$ cat config.mk
export PLATFORM = sky130hd
export DESIGN_NAME = execute_muldiv
export DESIGN_NICKNAME = d
export VERILOG_FILES = /design/src/rtl/execute_muldiv_pkg.sv /design/src/rtl/execute_muldiv_core.sv /design/src/rtl/execute_muldiv.sv
export SDC_FILE = /design/constraint.sdc
export NUM_CORES = 2
export LEC_CHECK = 0
export CAP_MARGIN = 20
export CORE_MARGIN = 1
export CORE_UTILIZATION = 47
export CTS_CLUSTER_DIAMETER = 30
export DETAILED_ROUTE_END_ITERATION = 8
export HOLD_SLACK_MARGIN = 0.06
export PLACE_DENSITY = 0.66
export SLEW_MARGIN = 15
export SYNTH_ARGS = -nofsm -noshare
export SYNTH_HDL_FRONTEND = slang
export SYNTH_SLANG_ARGS = --single-unit
$ cat constraint.sdc
create_clock -name clk -period 5.7 [get_ports clk]
set_input_delay 1.14 -clock clk [delete_from_list [all_inputs] [get_ports clk]]
set_output_delay 1.14 -clock clk [all_outputs]
set_load 0.02 [all_outputs]
$ cat src/rtl/execute_muldiv_pkg.sv
// execute_muldiv_pkg: shared word width and the pipe-level request/response
// types for the execute-stage multiply/divide unit.
package execute_muldiv_pkg;

  // Common: architectural word width.
  localparam int unsigned WORD_W = 64;
  typedef logic [WORD_W-1:0] word_t;

  // Pipes: operation encoding and request/response bundles.
  localparam int unsigned TAG_W = 5;

  typedef enum logic [2:0] {
    MD_MUL    = 3'd0,
    MD_MULH   = 3'd1,
    MD_MULHSU = 3'd2,
    MD_MULHU  = 3'd3,
    MD_DIV    = 3'd4,
    MD_DIVU   = 3'd5,
    MD_REM    = 3'd6,
    MD_REMU   = 3'd7
  } md_op_t;

  typedef struct packed {
    md_op_t           op;
    logic             w;
    word_t            src1;
    word_t            src2;
    logic [TAG_W-1:0] tag;
  } md_req_t;

  typedef struct packed {
    word_t            data;
    logic [TAG_W-1:0] tag;
  } md_resp_t;

  // rs1 is treated as signed by MULH, MULHSU, DIV and REM.
  function automatic logic src1_signed(input md_op_t op);
    return (op == MD_MULH) || (op == MD_MULHSU) || (op == MD_DIV) || (op == MD_REM);
  endfunction

  // rs2 is treated as signed by MULH, DIV and REM.
  function automatic logic src2_signed(input md_op_t op);
    return (op == MD_MULH) || (op == MD_DIV) || (op == MD_REM);
  endfunction

endpackage

$ cat src/rtl/execute_muldiv_core.sv
// muldiv_core: radix-2 iterative datapath on operand magnitudes.
// Multiply is an MSB-first shift-add into a double-width product; divide is
// restoring shift-subtract. The counter doubles as the operand bit index, so
// 32-bit and full-width operations share the same step logic.
// MULDIV_FAST_MUL_EN adds a combinational full-width product output.
module muldiv_core #(
  parameter int unsigned XLEN = 64,
  parameter int unsigned CW   = 6
) (
  input  logic              clk,
  input  logic              reset_n,
  input  logic              load,
  input  logic              step,
  input  logic              is_div,
  input  logic [XLEN-1:0]   load_a,
  input  logic [XLEN-1:0]   load_b,
  input  logic [CW-1:0]     load_cnt,
  output logic              last,
  output logic [XLEN-1:0]   opa,
`ifdef MULDIV_FAST_MUL_EN
  output logic [2*XLEN-1:0] fast_prod,
`endif
  output logic [2*XLEN-1:0] prod,
  output logic [XLEN-1:0]   quo,
  output logic [XLEN-1:0]   rem
);

  logic [XLEN-1:0]   opb;
  logic [CW-1:0]     cnt;
  logic [XLEN:0]     trial;
  logic [XLEN:0]     diff;
  logic [2*XLEN-1:0] prod_next;

  // One radix-2 step: partial remainder trial subtract and product shift-add.
  always_comb begin
    trial     = {rem, opa[cnt]};
    diff      = trial - {1'b0, opb};
    prod_next = {prod[2*XLEN-2:0], 1'b0} + (opb[cnt] ? {{XLEN{1'b0}}, opa} : '0);
  end

  // Operand, counter and accumulator registers.
  always_ff @(posedge clk or negedge reset_n) begin
    if (!reset_n) begin
      opa  <= '0;
      opb  <= '0;
      cnt  <= '0;
      prod <= '0;
      quo  <= '0;
      rem  <= '0;
    end else if (load) begin
      opa  <= load_a;
      opb  <= load_b;
      cnt  <= load_cnt;
      prod <= '0;
      quo  <= '0;
      rem  <= '0;
    end else if (step) begin
      cnt <= cnt - CW'(1);
      if (is_div) begin
        // diff MSB set means the trial subtraction borrowed: restore.
        if (!diff[XLEN]) begin
          rem      <= diff[XLEN-1:0];
          quo[cnt] <= 1'b1;
        end else begin
          rem <= trial[XLEN-1:0];
        end
      end else begin
        prod <= prod_next;
      end
    end
  end

  assign last = (cnt == '0);

`ifdef MULDIV_FAST_MUL_EN
  assign fast_prod = {{XLEN{1'b0}}, opa} * {{XLEN{1'b0}}, opb};
`endif

endmodule

$ cat src/rtl/execute_muldiv.sv
// execute_muldiv: iterative RV64M multiply/divide unit for the execute stage.
// Owns the FSM, valid/ready handshake, sign correction and W-variant
// extension; the shift-add/shift-subtract datapath lives in muldiv_core.
// Optional: MULDIV_FAST_MUL_EN makes MUL* ops a single combinational step.
module execute_muldiv
  import execute_muldiv_pkg::*;
#(
  parameter int unsigned XLEN = 64,
  parameter int unsigned TAGW = 5
) (
  input  logic            clk,
  input  logic            reset_n,
  input  logic            in_valid,
  output logic            in_ready,
  input  logic [2:0]      in_op,
  input  logic            in_w,
  input  logic [XLEN-1:0] in_src1,
  input  logic [XLEN-1:0] in_src2,
  input  logic [TAGW-1:0] in_tag,
  input  logic            flush,
  output logic            out_valid,
  input  logic            out_ready,
  output logic [XLEN-1:0] out_data,
  output logic [TAGW-1:0] out_tag,
  output logic            busy
);

  localparam int unsigned CW = $clog2(XLEN);
  localparam int unsigned SH = XLEN - 32;

  localparam logic [1:0] S_IDLE = 2'd0;
  localparam logic [1:0] S_CALC = 2'd1;
  localparam logic [1:0] S_FIX  = 2'd2;
  localparam logic [1:0] S_DONE = 2'd3;

  function automatic logic [XLEN-1:0] sext_w(input logic [XLEN-1:0] x);
    return XLEN'($signed(x << SH) >>> SH);
  endfunction

  function automatic logic [XLEN-1:0] zext_w(input logic [XLEN-1:0] x);
    return (x << SH) >> SH;
  endfunction

  logic [1:0]        state;
  md_op_t            req_op;
  md_op_t            op_q;
  logic              w_q;
  logic [TAGW-1:0]   tag_q;
  logic              neg_res_q;
  logic              neg_a_q;
  logic              divz_q;
  logic              ovf_q;

  logic [XLEN-1:0]   ext1, ext2, mag1, mag2, min_val;
  logic              neg1, neg2, req_divz, req_ovf;
  logic              accept;

  logic              core_last;
  logic [XLEN-1:0]   opa, quo, rem;
  logic [2*XLEN-1:0] prod, prod_src, prod_s;
  logic [XLEN-1:0]   dividend, res, fix_data;
`ifdef MULDIV_FAST_MUL_EN
  logic [2*XLEN-1:0] fast_prod;
`endif

  assign req_op    = md_op_t'(in_op);
  assign in_ready  = reset_n && (state == S_IDLE) && !flush;
  assign accept    = (state == S_IDLE) && in_valid && !flush;
  assign out_valid = (state == S_DONE);
  assign busy      = (state != S_IDLE);
  assign out_tag   = tag_q;

  // Request decode: active-width extension, magnitudes and special cases.
  always_comb begin
    ext1     = in_w ? (src1_signed(req_op) ? sext_w(in_src1) : zext_w(in_src1)) : in_src1;
    ext2     = in_w ? (src2_signed(req_op) ? sext_w(in_src2) : zext_w(in_src2)) : in_src2;
    neg1     = src1_signed(req_op) && ext1[XLEN-1];
    neg2     = src2_signed(req_op) && ext2[XLEN-1];
    mag1     = neg1 ? -ext1 : ext1;
    mag2     = neg2 ? -ext2 : ext2;
    min_val  = in_w ? sext_w(XLEN'(32'h8000_0000)) : {1'b1, {(XLEN-1){1'b0}}};
    req_divz = req_op[2] && (ext2 == '0);
    req_ovf  = ((req_op == MD_DIV) || (req_op == MD_REM)) && (ext1 == min_val) && (ext2 == '1);
  end

  muldiv_core #(
    .XLEN(XLEN),
    .CW  (CW)
  ) u_core (
    .clk      (clk),
    .reset_n  (reset_n),
    .load     (accept),
    .step     ((state == S_CALC) && !flush),
    .is_div   (op_q[2]),
    .load_a   (mag1),
    .load_b   (mag2),
    .load_cnt (in_w ? CW'(31) : CW'(XLEN - 1)),
    .last     (core_last),
    .opa      (opa),
`ifdef MULDIV_FAST_MUL_EN
    .fast_prod(fast_prod),
`endif
    .prod     (prod),
    .quo      (quo),
    .rem      (rem)
  );

  // Result fix-up: sign correction, special-case override, W extension.
  always_comb begin
`ifdef MULDIV_FAST_MUL_EN
    prod_src = (state == S_CALC) ? fast_prod : prod;
`else
    prod_src = prod;
`endif
    prod_s   = neg_res_q ? -prod_src : prod_src;
    // The original dividend is rebuilt from its stored magnitude and sign.
    dividend = neg_a_q ? -opa : opa;
    case (op_q)
      MD_MUL:                       res = prod_s[XLEN-1:0];
      MD_MULH, MD_MULHSU, MD_MULHU: res = w_q ? XLEN'(prod_s >> 32) : prod_s[2*XLEN-1:XLEN];
      MD_DIV, MD_DIVU:              res = divz_q ? '1 : ovf_q ? dividend : (neg_res_q ? -quo : quo);
      default:                      res = divz_q ? dividend : ovf_q ? '0 : (neg_a_q ? -rem : rem);
    endcase
    fix_data = w_q ? sext_w(res) : res;
  end

  // Control FSM and request/result registers; flush wins over everything.
  always_ff @(posedge clk or negedge reset_n) begin
    if (!reset_n) begin
      state     <= S_IDLE;
      op_q      <= MD_MUL;
      w_q       <= 1'b0;
      tag_q     <= '0;
      neg_res_q <= 1'b0;
      neg_a_q   <= 1'b0;
      divz_q    <= 1'b0;
      ovf_q     <= 1'b0;
      out_data  <= '0;
    end else if (flush) begin
      state <= S_IDLE;
    end else begin
      case (state)
        S_IDLE: begin
          if (in_valid) begin
            op_q      <= req_op;
            w_q       <= in_w;
            tag_q     <= in_tag;
            neg_res_q <= neg1 ^ neg2;
            neg_a_q   <= neg1;
            divz_q    <= req_divz;
            ovf_q     <= req_ovf;
            state     <= (req_divz || req_ovf) ? S_FIX : S_CALC;
          end
        end
        S_CALC: begin
`ifdef MULDIV_FAST_MUL_EN
          // Fast multiply: the fix-up reads the combinational product directly.
          if (!op_q[2]) begin
            out_data <= fix_data;
            state    <= S_DONE;
          end else
`endif
          if (core_last) state <= S_FIX;
        end
        S_FIX: begin
          out_data <= fix_data;
          state    <= S_DONE;
        end
        default: begin
          if (out_ready) state <= S_IDLE;
        end
      endcase
    end
  end

endmodule
==> results by group <==
Clock network
  – Number of CTS-inserted buffers: 133
  – CTS Hold Buffers Added: 0
  – CTS clk-pin slew, worst paths: 0.05 ns
  – Longest Clk Path Bufs: 3
  – CTS tree: built
  – Sinks on Clock Net: 469
  – Root Buffer: clkbuf_16
  – Clk Latency, worst-skew pair: 0.75 ns
  – H-tree Lvls: 4

Detailed routing
  – DR pass1 iterations: 9
  – Vias per cell: 6.583
  – Antenna-violating nets left: 0
  – Drc violations: 0
  – Routed vias: 47530
  – Drt wl/cell: 26.99 µm
  – Initial DRC Count: 5941
  – WL final: 194900 µm

Worst setup path
  – CP Data Required Time: 6.29 ns
  – Crit path capture type: register
  – Worst setup path class: reg -> reg
  – Crit path from: u_core.cnt[1]
  – Number of cells on the worst reg-to-reg path: 28
  – Crit path DAT: 6.15 ns
  – Crit-path slowest cell: dfrtp_1
  – Worst Path Max Fanout: 17
  – RR Endpoint: u_core.prod[101]
  – Max incr delay on CP: 0.41 ns
  – Critical path depth: 28
  – Crit path capture: u_core.prod[101]
  – WP buf/inv: 6
  – Reg-to-reg critical path startpoint: u_core.cnt[1]
  – Critical Path Start Type: register
  – Most used cell, CP: buf_4
  – Internal reg-to-reg setup slack: 0.14 ns
  – Cell family with most CP delay: compound AO/OA/AOI/OAI gates

Placement
  – Post-place setup slack: 0.04175 ns
  – Final GP Congestion: 1.117
  – Detailed placement HPWL: 149200 µm
  – Number of port buffers: 213
  – Cells after DPL: 6966

Logic synthesis
  – Syn avg cell area: 7.437 µm²
  – Yosys cell types: 97
  – Most frequent cell after synthesis: nand2_1
  – Post-synth ARST share: 100.0%
  – Synth area leader: dfrtp_1
  – Mapped cell area: 42600 µm²
  – Ys Warns: 0
  – Top-area cell type share of the netlist area: 27.55%
  – Synth Flop Type: dfrtp_1
  – Synth top cells by count: nand2_1, o21ai_0, dfrtp_1
  – Synth Instances: 5728
  – #FFs+latches synth: 469
  – Number of synthesized flops with an enable pin: 0
  – Top cells by area, synth: dfrtp_1, o21ai_0, nand2_1
  – Net Count, Synth: 6011
  – Seq/Total Area, Yosys: 27.55%

GRT
  – First-pass GRT wire length: 285900 µm
  – Pin count of the biggest net entering global routing: 132
  – Total grt overflow: 0
  – Antenna violations before repair: 17
  – Vias in the first global route: 43957
  – Tot GR Track Use: 41.60%

Die
  – IO Pins: 214
  – DIE AREA: 91850 µm²
  – Chip height: 303.1 µm
  – Site Rows: 110
  – Core Box Area: 89870 µm²
  – Initial core utilization: 47.40%
  – DIE WIDTH: 303.1 µm

Finish
  – Share of layout cells above drive strength 1: 10.73%
  – Area delta synth->final: 21.97%
  – Layout fillers: 8288
  – Final net count: 6214
  – Cell Count, Final, Fillers Out: 7220
  – Fin util: 57.81%

Timing
  – Hold_ws: 0.3349 ns
  – Max-slew headroom: 18.49%
  – Setup ws final: 0.1412 ns
  – Worst Tran Pin Value: 1.207 ns
  – Max Slew Vio Count: 0
  – Setup Viol. Count Final: 0
  – RSZ-0062 raised after global routing: yes
  – Fmax: 179.9 MHz
  – Tmin final: 5.559 ns
  – Tcrit/Tclk final: 97.52%
  – Worst Clk Skew: 0.02873 ns
  – Final Hold Vio Count: 0

Power and ir drop
  – Pwr Density: 578.8 nW/µm²
  – Worst vdd ir: 0.3865 mV
  – Leak: 21.91 nW

Status
  – Status: finished clean

Hold path
  – Hold WC Path Type: in -> async

Flow run
  – MaxCap Viol Count: 0
worst register-to-register path, delay by kind of cell (launching register included):
kind | cells | cell delay, ns
simple gates | 6 | 0.97
flops | 1 | 0.41
compound gates | 13 | 2.14
fa+ha+maj | 2 | 0.59
xor+xnor | 1 | 0.20
buf+inv | 6 | 1.10
worst min-delay path by stage:
stage                    from             end  slack, ns  cells past startpoint
3_3_place_gp     out_data[11]    out_data[11]       0.46                      2
5_1_grt               reset_n     out_data[3]       0.37                      1
3_5_place_dp       out_tag[3]      out_tag[3]       0.46                      2
4_1_cts               reset_n     out_data[4]       0.34                      1
2_1_floorplan  u_core.opb[39]  u_core.opb[39]       0.47                      2
6_report              reset_n     out_data[4]       0.33                      1
power breakdown:
group	internal, W	switching (W)
clock	0.00538	0.00243
combinational	0.00550	0.0102
sequential	0.00442	0.00217
total	0.0153	0.0148
state kept, by name (all words and copies together) (netlist names):
register     cells
u_core.prod    128
w_q              1
out_data        64
state            2
ovf_q            1
u_core.rem      64
neg_a_q          1
out_tag          5
divz_q           1
neg_res_q        1
u_core.opa      64
u_core.opb      64
u_core.quo      64
op_q             3
u_core.cnt       6
cell usage in the layout, fill, tap and decap left out, types with 48 or more instances in the layout:
| cell type | n |
|---|---|
| clkbuf_16 | 135 |
| a21o_1 | 90 |
| ha_1 | 139 |
| xnor2_1 | 296 |
| inv_1 | 151 |
| o21ai_0 | 626 |
| o31ai_1 | 111 |
| a21oi_1 | 442 |
| o41ai_1 | 53 |
| a22oi_1 | 64 |
| nor3_1 | 149 |
| dfrtp_1 | 463 |
| nand2_1 | 706 |
| a31oi_1 | 48 |
| or3_1 | 54 |
| or4_1 | 53 |
| and2_1 | 80 |
| nor2_1 | 460 |
| a211oi_1 | 48 |
| nand3_1 | 112 |
| xor2_1 | 274 |
| nor4_1 | 94 |
| nand4_1 | 111 |
| buf_4 | 265 |
| clkdlybuf4s50_1 | 211 |
logic make-up after synthesis:
kind of cell               Yosys count  share of synthesized area [%]
muxes                               33                         0.8194
buffers and inverters              578                          5.169
and+or+nand+nor                   2081                          23.55
xor gates and xnor gates           570                          11.72
adders and majority gates          141                          4.177
DFF                                469                          27.55
AOI/OAI and AO/OA                 1856                          27.01
layer usage:
layer	GRT usage, %	wire, µm	vias up
li1	-	-	21202
met1	50.60	72740	22394
met2	62.66	83630	3054
met3	10.55	20620	858
met4	32.70	17700	22
met5	0.3106	163	-
layout make-up:
class / count / area [µm²] / share of cell area (%)
flip-flops and latches: 469 / 11750 / 22.61
inverters: 153 / 574.3 / 1.105
diodes: 6 / 15.01 / 0.02890
clock inverters: 76 / 1035 / 1.992
multi-input cells: 4681 / 29070 / 55.94
well taps: 1176 / 1471 / 2.832
clock buffers: 166 / 3675 / 7.073
repair buffers: 493 / 4372 / 8.414
through the flow:
step | setup TNS [ns] | power [W] | area, µm²
2_1_floorplan | 0 | 0.01496 | 42600
3_3_place_gp | -0.5896 | 0.02127 | 46870
3_5_place_dp | 0 | 0.02137 | 46900
4_1_cts | 0 | 0.02929 | 51620
5_1_grt | -0.3776 | 0.03125 | 51950
6_report | 0 | 0.03008 | 51960
what timing repair did:
item	in CTS	in global routing
setup endpoints to repair	9	166
setup buffers	0	4
pin swaps	0	8
gates cloned	0	1
resized for setup	2	57
Note: power is estimated with default switching activity, not from simulation.
